**src/rtl/cpu_pkg.sv**
```systemverilog
// Shared definitions for the 4-bit CPU slice: loader states, fetch defaults,
// and the instruction/ALU encodings the loaded programs are built from.
package cpu_pkg;

  localparam int DEF_ADDR_W = 4;
  localparam int DEF_DATA_W = 8;

  localparam logic [7:0] HLT_WORD = 8'hF0;

  typedef enum logic [2:0] {
    IDLE = 3'd0,
    LEN  = 3'd1,
    DATA = 3'd2,
    CSUM = 3'd3,
    RUN  = 3'd4,
    ERR  = 3'd5
  } loader_state_t;

  // Instruction opcode field [7:4]
  localparam logic [3:0] OP_LDI_R0 = 4'h0;
  localparam logic [3:0] OP_LDI_R1 = 4'h1;
  localparam logic [3:0] OP_ALU    = 4'h2;
  localparam logic [3:0] OP_HLT    = 4'hF;

  // ALU operation select carried in the low bits of an ALU instruction
  localparam logic [2:0] ALU_ADD   = 3'd0;
  localparam logic [2:0] ALU_SUB   = 3'd1;
  localparam logic [2:0] ALU_AND   = 3'd2;
  localparam logic [2:0] ALU_OR    = 3'd3;
  localparam logic [2:0] ALU_XOR   = 3'd4;
  localparam logic [2:0] ALU_PASSA = 3'd5;
  localparam logic [2:0] ALU_PASSB = 3'd6;

endpackage

```
**src/rtl/instr_store.sv**
```systemverilog
// Instruction store: one synchronous write port for the loader and an
// asynchronous read port for the core's fetch. Contents are not reset.
module instr_store #(
  parameter int DEPTH  = 16,
  parameter int ADDR_W = 4,
  parameter int DATA_W = 8
) (
  input  logic              clk,
  input  logic              we,
  input  logic [ADDR_W-1:0] wr_addr,
  input  logic [DATA_W-1:0] wr_data,
  input  logic [ADDR_W-1:0] rd_addr,
  output logic [DATA_W-1:0] rd_data
);

  logic [DATA_W-1:0] mem [DEPTH];

  always_ff @(posedge clk) begin
    if (we) begin
      mem[wr_addr] <= wr_data;
    end
  end

  assign rd_data = mem[rd_addr];

endmodule

```
**src/rtl/program_loader.sv**
```systemverilog
// Streams a length-prefixed, XOR-checksummed program into the instruction
// store and holds the core in reset until the image has been verified.
module program_loader #(
  parameter int DEPTH  = 16,
  parameter int ADDR_W = cpu_pkg::DEF_ADDR_W,
  parameter int DATA_W = cpu_pkg::DEF_DATA_W,
  parameter logic [DATA_W-1:0] HLT_WORD = DATA_W'(cpu_pkg::HLT_WORD)
) (
  input  logic              clk,
  input  logic              reset_n,
  input  logic              start,
  input  logic              in_valid,
  input  logic [DATA_W-1:0] in_data,
  output logic              in_ready,
  input  logic [ADDR_W-1:0] rd_addr,
  output logic [DATA_W-1:0] rd_data,
  output logic              cpu_reset,
  output logic              load_done,
  output logic              load_err,
  output logic [ADDR_W:0]   prog_len
);

  import cpu_pkg::*;

  localparam logic [DATA_W:0] MAX_LEN = (DATA_W+1)'(DEPTH);

  loader_state_t     state_q, state_d;
  logic [ADDR_W-1:0] ptr_q;
  logic [DATA_W-1:0] acc_q;
  logic              xfer;
  logic              len_ok;
  logic              last_word;
  logic              clear;
  logic              cap_len;
  logic              advance;
  logic [DATA_W-1:0] mem_rd;

  assign xfer      = in_valid && in_ready;
  assign len_ok    = (in_data != '0) && ({1'b0, in_data} <= MAX_LEN);
  assign last_word = ({1'b0, ptr_q} == (prog_len - 1'b1));

  always_ff @(posedge clk or negedge reset_n) begin
    if (!reset_n) begin
      state_q <= IDLE;
    end else begin
      state_q <= state_d;
    end
  end

  // A start pulse wins over any transfer in the same cycle and restarts the load.
  always_comb begin
    state_d = state_q;
    clear   = 1'b0;
    cap_len = 1'b0;
    advance = 1'b0;
    if (start) begin
      state_d = LEN;
      clear   = 1'b1;
    end else begin
      case (state_q)
        LEN: begin
          if (xfer) begin
            if (len_ok) begin
              state_d = DATA;
              cap_len = 1'b1;
            end else begin
              state_d = ERR;
            end
          end
        end
        DATA: begin
          if (xfer) begin
            advance = 1'b1;
            if (last_word) begin
              state_d = CSUM;
            end
          end
        end
        CSUM: begin
          if (xfer) begin
            state_d = (in_data == acc_q) ? RUN : ERR;
          end
        end
        default: ;
      endcase
    end
  end

  // Status outputs are registered from the next state so they track state_q exactly.
  always_ff @(posedge clk or negedge reset_n) begin
    if (!reset_n) begin
      ptr_q     <= '0;
      acc_q     <= '0;
      prog_len  <= '0;
      in_ready  <= 1'b0;
      cpu_reset <= 1'b1;
      load_done <= 1'b0;
      load_err  <= 1'b0;
    end else begin
      in_ready  <= (state_d == LEN) || (state_d == DATA) || (state_d == CSUM);
      cpu_reset <= (state_d != RUN);
      load_done <= (state_d == RUN);
      load_err  <= (state_d == ERR);
      if (clear) begin
        ptr_q    <= '0;
        acc_q    <= '0;
        prog_len <= '0;
      end else begin
        if (cap_len) begin
          prog_len <= in_data[ADDR_W:0];
        end
        if (advance) begin
          ptr_q <= ptr_q + 1'b1;
          acc_q <= acc_q ^ in_data;
        end
      end
    end
  end

  instr_store #(
    .DEPTH (DEPTH),
    .ADDR_W(ADDR_W),
    .DATA_W(DATA_W)
  ) u_store (
    .clk    (clk),
    .we     (advance),
    .wr_addr(ptr_q),
    .wr_data(in_data),
    .rd_addr(rd_addr),
    .rd_data(mem_rd)
  );

  // A failed image keeps its length but must never be fetched.
  assign rd_data = (!load_err && ({1'b0, rd_addr} < prog_len)) ? mem_rd : HLT_WORD;

endmodule
```
**config.mk**
```make
export PLATFORM = sky130hd
export DESIGN_NAME = program_loader
export DESIGN_NICKNAME = d
export VERILOG_FILES = /design/src/rtl/cpu_pkg.sv /design/src/rtl/instr_store.sv /design/src/rtl/program_loader.sv
export SDC_FILE = /design/constraint.sdc
export NUM_CORES = 1
export LEC_CHECK = 0
export BUFFER_PORTS_ARGS = -buffer_cell sky130_fd_sc_hd__buf_2
export CAP_MARGIN = 10
export CORE_ASPECT_RATIO = 0.9
export CORE_MARGIN = 1.5
export CORE_UTILIZATION = 65
export CTS_CLUSTER_DIAMETER = 120
export CTS_CLUSTER_SIZE = 10
export DETAILED_ROUTE_END_ITERATION = 10
export GPL_ROUTABILITY_DRIVEN = 0
export PLACE_DENSITY_LB_ADDON = 0.05
export REMOVE_ABC_BUFFERS = 1
export SKIP_LAST_GASP = 1
export SYNTH_ARGS = -nofsm -noshare
export SYNTH_HDL_FRONTEND = slang
export SYNTH_SLANG_ARGS = --single-unit
```
**constraint.sdc**
```tcl
create_clock -name clk -period 4.6 [get_ports clk]
set_input_delay 0.46 -clock clk [delete_from_list [all_inputs] [get_ports clk]]
set_output_delay 0.46 -clock clk [all_outputs]
set_load 0.02 [all_outputs]
```
==> results of run 1 <==
==> state kept, by name (all words and copies together), names as in the netlist <==
signal	count
acc_q	8
cpu_reset	1
in_ready	1
load_done	1
load_err	1
prog_len	5
ptr_q	4
state_q	3
u_store.mem	128
==> power breakdown <==
part,switching [mW],internal [mW],total [mW]
clock network,0.576,0.677,1.25
logic,0.102,0.0637,0.166
registers,0.0106,1.50,1.51
total,0.689,2.24,2.93
==> what timing repair did <==
action | 4_1_cts | 5_1_grt
setup buffers | 0 | 0
hold buffers | 1 | 0
hold endpoints to repair | 23 | 0
==> per-stage QoR <==
| step | std cells | cell area [sq um] | util | hold slack, ns | setup slack [ns] |
|---|---|---|---|---|---|
| 6_report | 556 | 7220 | 0.751 | 0.246 | 1.44 |
| 5_1_grt | 556 | 7220 | 0.751 | 0.261 | 1.22 |
| 4_1_cts | 556 | 7220 | 0.751 | 0.238 | 1.40 |
| 3_5_place_dp | 523 | 6680 | 0.695 | 0.470 | 1.39 |
| 3_3_place_gp | 523 | 6680 | 0.695 | 0.468 | 1.42 |
| 2_1_floorplan | 358 | 6310 | - | 0.164 | 2.00 |
==> critical path: cells and delay by family <==
family	cells	cell delay [ns]
buf+inv	3	1.15
mux	1	0.53
compound gates	2	0.36
simple gates	1	0.18
==> cells in the final DEF, fill, tap and decap left out, types with 7 or more instances in the layout <==
master / count
a21oi_1: 9
a22o_1: 9
a22oi_1: 8
buf_2: 32
buf_4: 7
clkbuf_16: 16
dfrtp_1: 23
edfxtp_1: 128
ha_1: 8
inv_1: 7
inv_6: 7
mux2i_1: 7
mux4_2: 32
nand2_1: 14
nand2b_1: 7
nor2_1: 34
nor3_1: 9
xnor2_1: 13
xor2_1: 11
==> layer usage <==
metal / wire [microns] / GRT usage
met5: 0 / 0
met1: 5430 / 0.415
met4: 224 / 0.0982
met2: 6450 / 0.418
met3: 958 / 0.0671
==> cells by family after synthesis <==
logic type	share of synthesized area
flip-flops	0.696
AND/OR/NAND/NOR	0.0677
AO/OA/AOI/OAI	0.0476
multiplexers	0.124
buffers and inverters	0.0166
XOR/XNOR	0.0329
adder cells (fa/ha/maj)	0.0157
==> cell type report <==
type | instances | area [sq um] | share of cell area
clock buffer | 18 | 418 | 0.0579
multi-input combinational | 199 | 1840 | 0.254
timing repair buffer | 40 | 223 | 0.0308
tap | 126 | 158 | 0.0218
sequential | 152 | 4450 | 0.615
clock inverter | 14 | 115 | 0.0159
inverter | 7 | 26.3 | 0.00364
==> synth_stat cells (all sizes together), types with 2 or more instances <==
library cell    n  area [sq um]
a21o            2          15.0
a21oi           9          45.0
a22o            9          78.8
a22oi           8          60.1
and2            2          12.5
buf             9          46.3
clkbuf          9          33.8
dfrtp          23           576
edfxtp        128          3840
ha              8           100
inv             7          26.3
mux2i           7          70.1
mux4           32           721
nand2          14          52.6
nand2b          7          43.8
nand3b          2          15.0
nand4           4          25.0
nor2           34           128
nor2b           4          25.0
nor3           10          61.3
nor4            2          18.8
o2111ai         3          26.3
o21a            4          30.0
o21ai           5          25.0
xnor2          13           114
xor2           11          96.3
==> worst min-delay path by stage <==
stage	start	end	slack (ns)
2_1_floorplan	reset_n	acc_q[0]	0.16
5_1_grt	in_valid	state_q[2]	0.26
3_5_place_dp	reset_n	state_q[1]	0.47
6_report	in_valid	state_q[2]	0.25
3_3_place_gp	reset_n	state_q[1]	0.47
4_1_cts	in_valid	state_q[2]	0.24
==> metrics, run 1 <==
initial antenna violation count=0; CP Cell Sequence=buf_2, buf_4, mux4_2, a22o_1, nor3_1, o21ai_1, buf_2; Routed WL=roughly 13000 microns; Initial DRC Count=265; crit path launch=rd_addr[0]; Worst R2R Path Depth=7; die area=0.0104 sq mm; Core Rows=34; # fillers=571; Tcrit/Tclk final=0.687; HP Class=primary input to flip-flop; P per Cell Area=approximately 400 mW/mm^2; post-CTS resize count=0; Max Transition Viols Final=0; total I/O pin count=33; CP max stage delay=0.58 ns; CTS tree=done; Die X=108 microns; status=finished clean; Max Freq=317 MHz; CP required=4.14 ns; crit path to=rd_data[7]; Num CTS Buffers=17; RR Startpoint=state_q[2]; RSZ-0062 raised after global routing=false; Clock Latency Late Sink=between 0.5 and 0.6 ns; fin nets=441; Synthesis Warnings=0; max cap viols=0; Tightest Pin Transition=0.907 ns; starting density of the core=0.665; first-pass GRT wire length=20600 microns; vias in the first global route=3606; Avg Cell Area, Syn=17.0 sq um; P&R area growth vs syn=13.0%; layout cells sized above 1=0.247; post-DP HPWL=8050 microns; Routed WL per cell=23.5 microns; root buf cell=clkbuf_8; Final Skew=0.00779 ns; sequential-to-total area share from yosys stat=0.696; gr usage total=0.280; Setup TNS Final=0 ns; ant diodes=0; CTS Sinks=roughly 150; Residual DRC=0; total power=2.93 mW; CP arrival=about 2.7 ns; Slew HR=0.391; Max VDD drop=234 uV; CP most frequent cell=buf_2; Clock Pin Slew Worst Setup and Hold Paths=approximately 0.06 ns; Setup crit end kind=output port; iteration count of the initial detailed-routing pass=5; vias=3535; Post-Synthesis Cell Area=0.00639 sq mm; crit path time final=3.16 ns; Port Buffers=32; Hold Vio Cnt, Final=0; Post-synth EDFFs=128; CORE AREA=around 0.0096 sq mm; post-synthesis async set-or-reset flop share=0.158; Routed Antenna Nets=0; die height=97.1 microns; cell at the slowest stage of the critical path=buf_2; worst reg2reg endpoint=u_store.mem[0][1]; Crit Path Category=primary input to output port; main flop type after synthesis=edfxtp_1; Netlist cell types=41; Startpoint Class=primary input; GRT overflow=0; Setup-failing EPs final=0; R2R Setup Slk=1.85 ns; H-Tree Depth=4; static leakage=2.43 nW; Vias/cell=between 6 and 7; hold depth=3; clock buffer depth=2; CP max FO=23; #FFs+latches synth=approximately 150; largest net degree at the start of global routing=33; Syn Inst Count=about 380
No activity file was read; power rests on OpenSTA's default activity.
==> run 2: changes to the inputs <==
--- a/config.mk
+++ b/config.mk
@@ -9,7 +9,7 @@
 export CAP_MARGIN = 10
 export CORE_ASPECT_RATIO = 0.9
 export CORE_MARGIN = 1.5
-export CORE_UTILIZATION = 65
+export CORE_UTILIZATION = 55
 export CTS_CLUSTER_DIAMETER = 120
 export CTS_CLUSTER_SIZE = 10
 export DETAILED_ROUTE_END_ITERATION = 10
==> constraint.sdc (replaced) <==
create_clock -name clk -period 2.6 [get_ports clk]
set_input_delay 0.26 -clock clk [delete_from_list [all_inputs] [get_ports clk]]
set_output_delay 0.26 -clock clk [all_outputs]
set_load 0.02 [all_outputs]
==> run 2 against run 1 <==
Against the previous run: via count is essentially flat; largest cell class unchanged; largest power group unchanged; register-to-register slack worse by 1.2 ns; clock skew fell by 0.0024 ns.
==> metrics, run 2 (synthesis results as in run 1) <==
iteration count of the initial detailed-routing pass=6 (was 5); die area=0.0123 sq mm (was 0.0104 sq mm); commonest non-fill, non-tap cell in the layout=edfxtp_1 (unchanged); Crit Path Category=flip-flop to output port (was primary input to output port); fin util=0.663 (was 0.751); gr usage total=0.247 (was 0.280); Clk network pwr share=0.459 (was 0.428); Residual DRC=0 (unchanged); cts hold-fix bufs=1 (unchanged); static leakage=2.61 nW (was 2.43 nW); Num CTS Buffers=17 (unchanged); post-DP HPWL=8690 microns (was 8050 microns); post-CTS resize count=0 (unchanged); vias in the first global route=3588 (was 3606); Setup Fix Bufs, Post-CTS=0 (unchanged); Setup crit end kind=output port (unchanged); Final Skew=0.00543 ns (was 0.00779 ns); Routed WL=13800 microns (was 13100 microns); Core Rows=37 (was 34); CP max FO=8 (was 23); Vias/cell=5.80 (was 6.36); hold_ws=0.136 ns (was 0.246 ns); P&R area growth vs syn=18.1% (was 13.0%); flip-flop and latch area=0.00445 sq mm (unchanged); Worst R2R Path Depth=6 (was 7); Setup-failing EPs final=0 (unchanged); HP Class=primary input to flip-flop (unchanged); crit path to=rd_data[1] (was rd_data[7]); Slew HR=0.564 (was 0.391); Tcrit/Tclk final=0.928; vias=3532 (was 3535); largest net degree at the start of global routing=25 (was 33); Port Buffers=32 (unchanged); PnR worst setup slack=0.186 ns (was 1.44 ns); Initial DRC Count=406 (was 265); area occupied by multi-input gates=0.00184 sq mm (unchanged); root buf cell=clkbuf_16 (was clkbuf_8); Startpoint Class=flip-flop (was primary input); Tightest Pin Transition=0.635 ns (was 0.907 ns); Sw Pwr=1.15 mW (was 0.689 mW); Die X=117 microns (was 108 microns); CORE AREA=0.0114 sq mm (was 0.00961 sq mm); RSZ-0062 raised after global routing=false (unchanged); Int Power=4.38 mW (was 2.24 mW); initial antenna violation count=0 (unchanged); RR Startpoint=state_q[2] (unchanged); CP arrival=2.15 ns (was 2.70 ns); total I/O pin count=33 (unchanged); Clock Pin Slew Worst Setup and Hold Paths=0.06 ns (about the same); Clock Latency Late Sink=0.42 ns (was 0.52 ns); status=finished clean (unchanged); ant diodes=0 (unchanged); CP required=2.34 ns (was 4.14 ns); Routed WL per cell=22.6 microns (was 23.5 microns); DP Worst Slack=0.309 ns (was 1.39 ns); worst reg2reg endpoint=u_store.mem[3][3] (was u_store.mem[0][1]); max cap viols=0 (unchanged); CTS Sinks=152 (unchanged); Max VDD drop=600 uV (was 234 uV); crit path launch=prog_len[1] (was rd_addr[0]); R2R Setup Slk=0.63 ns (was 1.85 ns); first-pass GRT wire length=21000 microns (was 20600 microns); fin nets=464 (was 441); most frequent cells in the layout=edfxtp_1 (128), nor2_1 (34), mux4_2 (32), buf_2 (32), buf_4 (27) (was edfxtp_1 (128), nor2_1 (34), mux4_2 (32), buf_2 (32), dfrtp_1 (23)); CTS tree=done (unchanged); Max Freq=414 MHz; Max Transition Viols Final=0 (unchanged); Combinational Power Share=0.058 (was 0.057); # fillers=848 (was 571); Reg with most FFs=u_store.mem (unchanged); H-Tree Depth=4 (unchanged); starting density of the core=0.561 (was 0.665); Sw Share=0.208 (was 0.235); P per Cell Area=733 mW/mm^2 (was 405 mW/mm^2); Flop pwr share=0.483 (was 0.516); Routed Antenna Nets=0 (unchanged); Hold Vio Cnt, Final=0 (unchanged); die height=105 microns (was 97.1 microns); layout cells sized above 1=0.278 (was 0.247); Largest regs=u_store.mem x128, acc_q x8, prog_len x5 (unchanged); crit path time final=approximately 2.4 ns; max FFs per register=128 (unchanged); GRT overflow=0 (unchanged); clock buffer depth=2 (unchanged)
-- run 2: area by class of cell --
| class | count | share of cell area |
|---|---|---|
| Inverter | 7 | 0.00348 |
| Multi-Input combinational cell | 199 | 0.243 |
| Clock inverter | 13 | 0.0235 |
| Sequential cell | 152 | 0.589 |
| Tap cell | 156 | 0.0259 |
| Timing Repair Buffer | 63 | 0.0574 |
| Clock buffer | 19 | 0.0574 |
-- run 2: routing by layer --
layer,vias to the layer above,track usage,part of all wire
met2,83,0.378,0.51
met4,0,0.0800,0.011
li1,1592,-,-
met5,-,0,0
met3,12,0.0627,0.053
met1,1845,0.352,0.43
-- run 2: worst min path at each step --
stage,startpoint,slack [ns],to,cells after the start
after floorplan,reset_n,-0.04,acc_q[0],0
after global placement,reset_n,0.28,prog_len[4],1
after detailed placement,reset_n,0.28,prog_len[3],1
after CTS,in_valid,0.13,state_q[2],3
after global routing,in_valid,0.15,state_q[2],3
final,in_valid,0.14,state_q[2],3
-- run 2: worst max-delay path, stage by stage (launching register included) --
cell     delay [ns]
dfrtp_1        0.39
inv_1          0.09
ha_1           0.28
a21o_1         0.17
a21o_1         0.18
a21oi_1        0.14
buf_4          0.18
o21a_1         0.14
buf_2          0.16
-- run 2: power groups by stage --
stage	Sequential, mW	Clock (mW)	Combinational, mW
final	2.67	2.54	0.322
after global routing	2.67	2.67	0.345
after CTS	2.67	2.57	0.325
after detailed placement	2.72	0	0.322
after global placement	2.72	0	0.317
after floorplan	2.73	0	0.144
-- run 2: metrics by stage --
step,area [sq um],setup TNS (ns),total power [mW],std cells
5_1_grt,7550,0,5.69,609
2_1_floorplan,6310,-0.123,2.87,358
6_report,7550,0,5.53,609
3_5_place_dp,6930,0,3.04,576
4_1_cts,7550,0,5.57,609
3_3_place_gp,6930,0,3.04,576
==> run 3: changes to the inputs <==
--- a/config.mk
+++ b/config.mk
@@ -14,9 +14,10 @@
 export CTS_CLUSTER_SIZE = 10
 export DETAILED_ROUTE_END_ITERATION = 10
 export GPL_ROUTABILITY_DRIVEN = 0
-export PLACE_DENSITY_LB_ADDON = 0.05
+export PLACE_DENSITY = 0.76
 export REMOVE_ABC_BUFFERS = 1
 export SKIP_LAST_GASP = 1
 export SYNTH_ARGS = -nofsm -noshare
 export SYNTH_HDL_FRONTEND = slang
+export SYNTH_HIERARCHICAL = 1
 export SYNTH_SLANG_ARGS = --single-unit
==> run 3 against run 2 <==
Against the previous run: hold slack improved by 0.0047 ns; combinational power grew 85%; wire length is 3.3% higher; critical path depth did not move; via count is 5.7% higher; sequential share of layout area is 0.78 points lower; maximum frequency is 3.9% lower; largest cell class unchanged.
==> metrics, run 3 <==
Syn Inst Count=376 (unchanged); Reg with most FFs=u_store/mem (was u_store.mem); Tightest Pin Transition=0.637 ns (was 0.635 ns); post-CTS resize count=0 (unchanged); Post-synth EDFFs=128 (unchanged); Worst R2R Path Depth=6 (unchanged); largest net degree at the start of global routing=25 (unchanged); cell at the slowest stage of the critical path=dfrtp_1 (unchanged); most common cell in the netlist=edfxtp_1 (unchanged); final instance area=0.00765 sq mm (was 0.00755 sq mm); hold endpoint=u_store/mem[7][6] (was state_q[2]); CP Cell Sequence=inv_1, ha_1, a21o_1, a21o_1, a21oi_1, buf_4, o211a_1, buf_2 (was inv_1, ha_1, a21o_1, a21o_1, a21oi_1, buf_4, o21a_1, buf_2); post-synthesis async set-or-reset flop share=0.158 (unchanged); Setup-failing EPs final=0 (unchanged); WL met1=5500 microns (was 5900 microns); Synthesis Warnings=6 (was 0); P per Cell Area=782 mW/mm^2 (was 733 mW/mm^2); Clock Latency Late Sink=0.41 ns (was 0.42 ns); max FFs per register=128 (unchanged); Final Skew=0.00672 ns (was 0.00543 ns); most instantiated cells after synthesis=edfxtp_1 (128), nor2_1 (41), dfrtp_1 (23), mux4_2 (18), nand2_1 (18) (was edfxtp_1 (128), nor2_1 (34), mux4_2 (32), dfrtp_1 (23), nand2_1 (14)); CP most frequent cell=a21o_1 (unchanged); total I/O pin count=33 (unchanged); GRT overflow=0 (unchanged); fin nets=465 (was 464); Tcrit/Tclk final=0.966 (was 0.928); RR Startpoint=state_q[2] (unchanged); Setup TNS Final=0 ns (unchanged); CP required=2.34 ns (about the same); largest cells by area after synthesis=edfxtp_1 (59%), dfrtp_1 (8.9%), mux4_2 (6.2%) (was edfxtp_1 (60%), mux4_2 (11%), dfrtp_1 (9.0%)); Largest regs=u_store/mem x128, acc_q x8, prog_len x5 (was u_store.mem x128, acc_q x8, prog_len x5); Area after DPL=0.00701 sq mm (was 0.00693 sq mm); crit path time final=2.51 ns (was 2.41 ns); Startpoint Class=flip-flop (unchanged); Routed WL=14200 microns (was 13800 microns); status=finished clean (unchanged); R2R Setup Slk=0.27 ns (was 0.63 ns); Flop pwr share=0.463 (was 0.483); die area=0.0125 sq mm (was 0.0123 sq mm); worst min-delay path startpoint=in_data[6] (was in_valid); Finished Layout Cells=612 (was 609); Inst Count DP=580 (was 576); DP Worst Slack=0.292 ns (was 0.309 ns); Synth area leader=edfxtp_1 (unchanged); first-pass GRT wire length=22000 microns (was 21000 microns); PnR worst setup slack=0.0881 ns (was 0.186 ns); Max Transition Viols Final=0 (unchanged); HP Class=primary input to flip-flop (unchanged); Routed Antenna Nets=0 (unchanged); Post-Synthesis Cell Area=0.00650 sq mm (was 0.00639 sq mm); iteration count of the initial detailed-routing pass=5 (was 6); Port Buffers=32 (unchanged); gr usage total=0.244 (was 0.247); clock buffer depth=2 (unchanged); CTS tree=done (unchanged); Avg Cell Area, Syn=17.3 sq um (was 17.0 sq um); CP max stage delay=0.41 ns (was 0.39 ns); area occupied by multi-input gates=0.00192 sq mm (was 0.00184 sq mm); met2 WL=7370 microns (was 6980 microns); flip-flop and latch area=0.00445 sq mm (unchanged); most frequent cells in the layout=edfxtp_1 (128), nor2_1 (41), buf_2 (32), buf_4 (30), dfrtp_1 (23) (was edfxtp_1 (128), nor2_1 (34), mux4_2 (32), buf_2 (32), buf_4 (27)); main flop type after synthesis=edfxtp_1 (unchanged); static leakage=2.75 nW (was 2.61 nW); sequential-to-total area share from yosys stat=0.684 (was 0.696); Int Power=4.63 mW (was 4.38 mW); # fillers=765 (was 848); Netlist cell types=50 (was 41); met3 routed WL=1170 microns (was 735 microns); max cap viols=0 (unchanged); #FFs+latches synth=152 (unchanged); ant diodes=0 (unchanged); post-DP HPWL=9250 microns (was 8690 microns); worst reg2reg endpoint=u_store/mem[0][5] (was u_store.mem[3][3]); root buf cell=clkbuf_16 (unchanged); cts hold-fix bufs=1 (unchanged); Setup Fix Bufs, Post-CTS=0 (unchanged); Combinational Power Share=0.100 (was 0.058); Clk network pwr share=0.437 (was 0.459); initial antenna violation count=0 (unchanged); Setup crit end kind=output port (unchanged); Routed WL per cell=23.2 microns (was 22.6 microns); vias in the first global route=3895 (was 3588); CORE AREA=0.0115 sq mm (was 0.0114 sq mm); Core Rows=37 (unchanged); Die X=118 microns (was 117 microns); vias=3733 (was 3532); Max VDD drop=442 uV (was 600 uV); hold depth=1 (was 3); Sw Pwr=1.35 mW (was 1.15 mW); uppermost layer routed=met4 (unchanged); Sw Share=0.226 (was 0.208); hold_ws=0.141 ns (was 0.136 ns); starting density of the core=0.566 (was 0.561); Clock Pin Slew Worst Setup and Hold Paths=0.06 ns (about the same); Hold Vio Cnt, Final=0 (unchanged); P&R area growth vs syn=17.8% (was 18.1%); Initial DRC Count=338 (was 406); CP arrival=2.25 ns (was 2.15 ns); CP max FO=8 (unchanged); Residual DRC=0 (unchanged); Crit Path Category=flip-flop to output port (unchanged); Max Freq=398 MHz (was 414 MHz); RSZ-0062 raised after global routing=false (unchanged); Num CTS Buffers=17 (unchanged); CTS Sinks=152 (unchanged); commonest non-fill, non-tap cell in the layout=edfxtp_1 (unchanged); die height=106 microns (was 105 microns); layout cells sized above 1=0.265 (was 0.278); Vias/cell=6.10 (was 5.80); post-synth top area share=0.592 (was 0.602); H-Tree Depth=4 (unchanged); Slew HR=0.574 (was 0.564)
[run 3: layout make-up]
type,instances,share of cell area
clock buffers,19,0.0566
clock inverters,12,0.0263
well taps,156,0.0255
multi-input cells,202,0.251
repair buffers,65,0.0569
inverters,6,0.00294
flip-flops and latches,152,0.581
[run 3: kinds of logic (layout without fill, tap and decap cells)]
group	count (synthesis)	after routing	synth area share
AO/OA/AOI/OAI	38	38	0.0491
XOR/XNOR	24	24	0.0324
adder cells (fa/ha/maj)	5	5	0.00963
buffers and inverters	22	102	0.0206
flip-flops	152	152	0.684
multiplexers	39	39	0.131
AND/OR/NAND/NOR	96	96	0.0734
[run 3: how the worst max path moves through the flow]
stage,endpoint,cells past startpoint,slack [ns],startpoint
floorplan,u_store/mem[0][0],5,-0.41,state_q[2]
global placement,u_store/mem[0][7],6,0.34,state_q[2]
detailed placement,u_store/mem[0][7],6,0.29,state_q[2]
CTS,rd_data[0],8,0.06,prog_len[1]
global route,rd_data[3],8,0.04,prog_len[1]
finish,rd_data[0],8,0.09,prog_len[1]
[run 3: power groups by stage]
| stage | combinational, mW | sequential [mW] | clock, mW |
|---|---|---|---|
| floorplan | 0.346 | 2.82 | 0 |
| global placement | 0.576 | 2.82 | 0 |
| CTS | 0.601 | 2.77 | 2.64 |
| finish | 0.597 | 2.77 | 2.61 |
| detailed placement | 0.593 | 2.82 | 0 |
| global route | 0.652 | 2.78 | 2.74 |
[run 3: worst max-delay path, delay by kind of cell, from the launching register on]
family / cells / cell delay (ns)
adders and majority gates: 1 / 0.30
AOI/OAI and AO/OA: 4 / 0.69
DFF: 1 / 0.41
buffers and inverters: 3 / 0.45
[run 3: routing by layer]
| layer | vias up | GRT usage |
|---|---|---|
| met3 | 21 | 0.0681 |
| met1 | 1909 | 0.307 |
| li1 | 1618 | - |
| met4 | 0 | 0.0828 |
| met2 | 185 | 0.415 |
| met5 | - | 0 |
[run 3: stage by stage]
step,power (mW),util
after global placement,3.39,0.610
final,5.98,0.666
after floorplan,3.17,-
after detailed placement,3.41,0.610
after global routing,6.17,0.666
after CTS,6.02,0.666
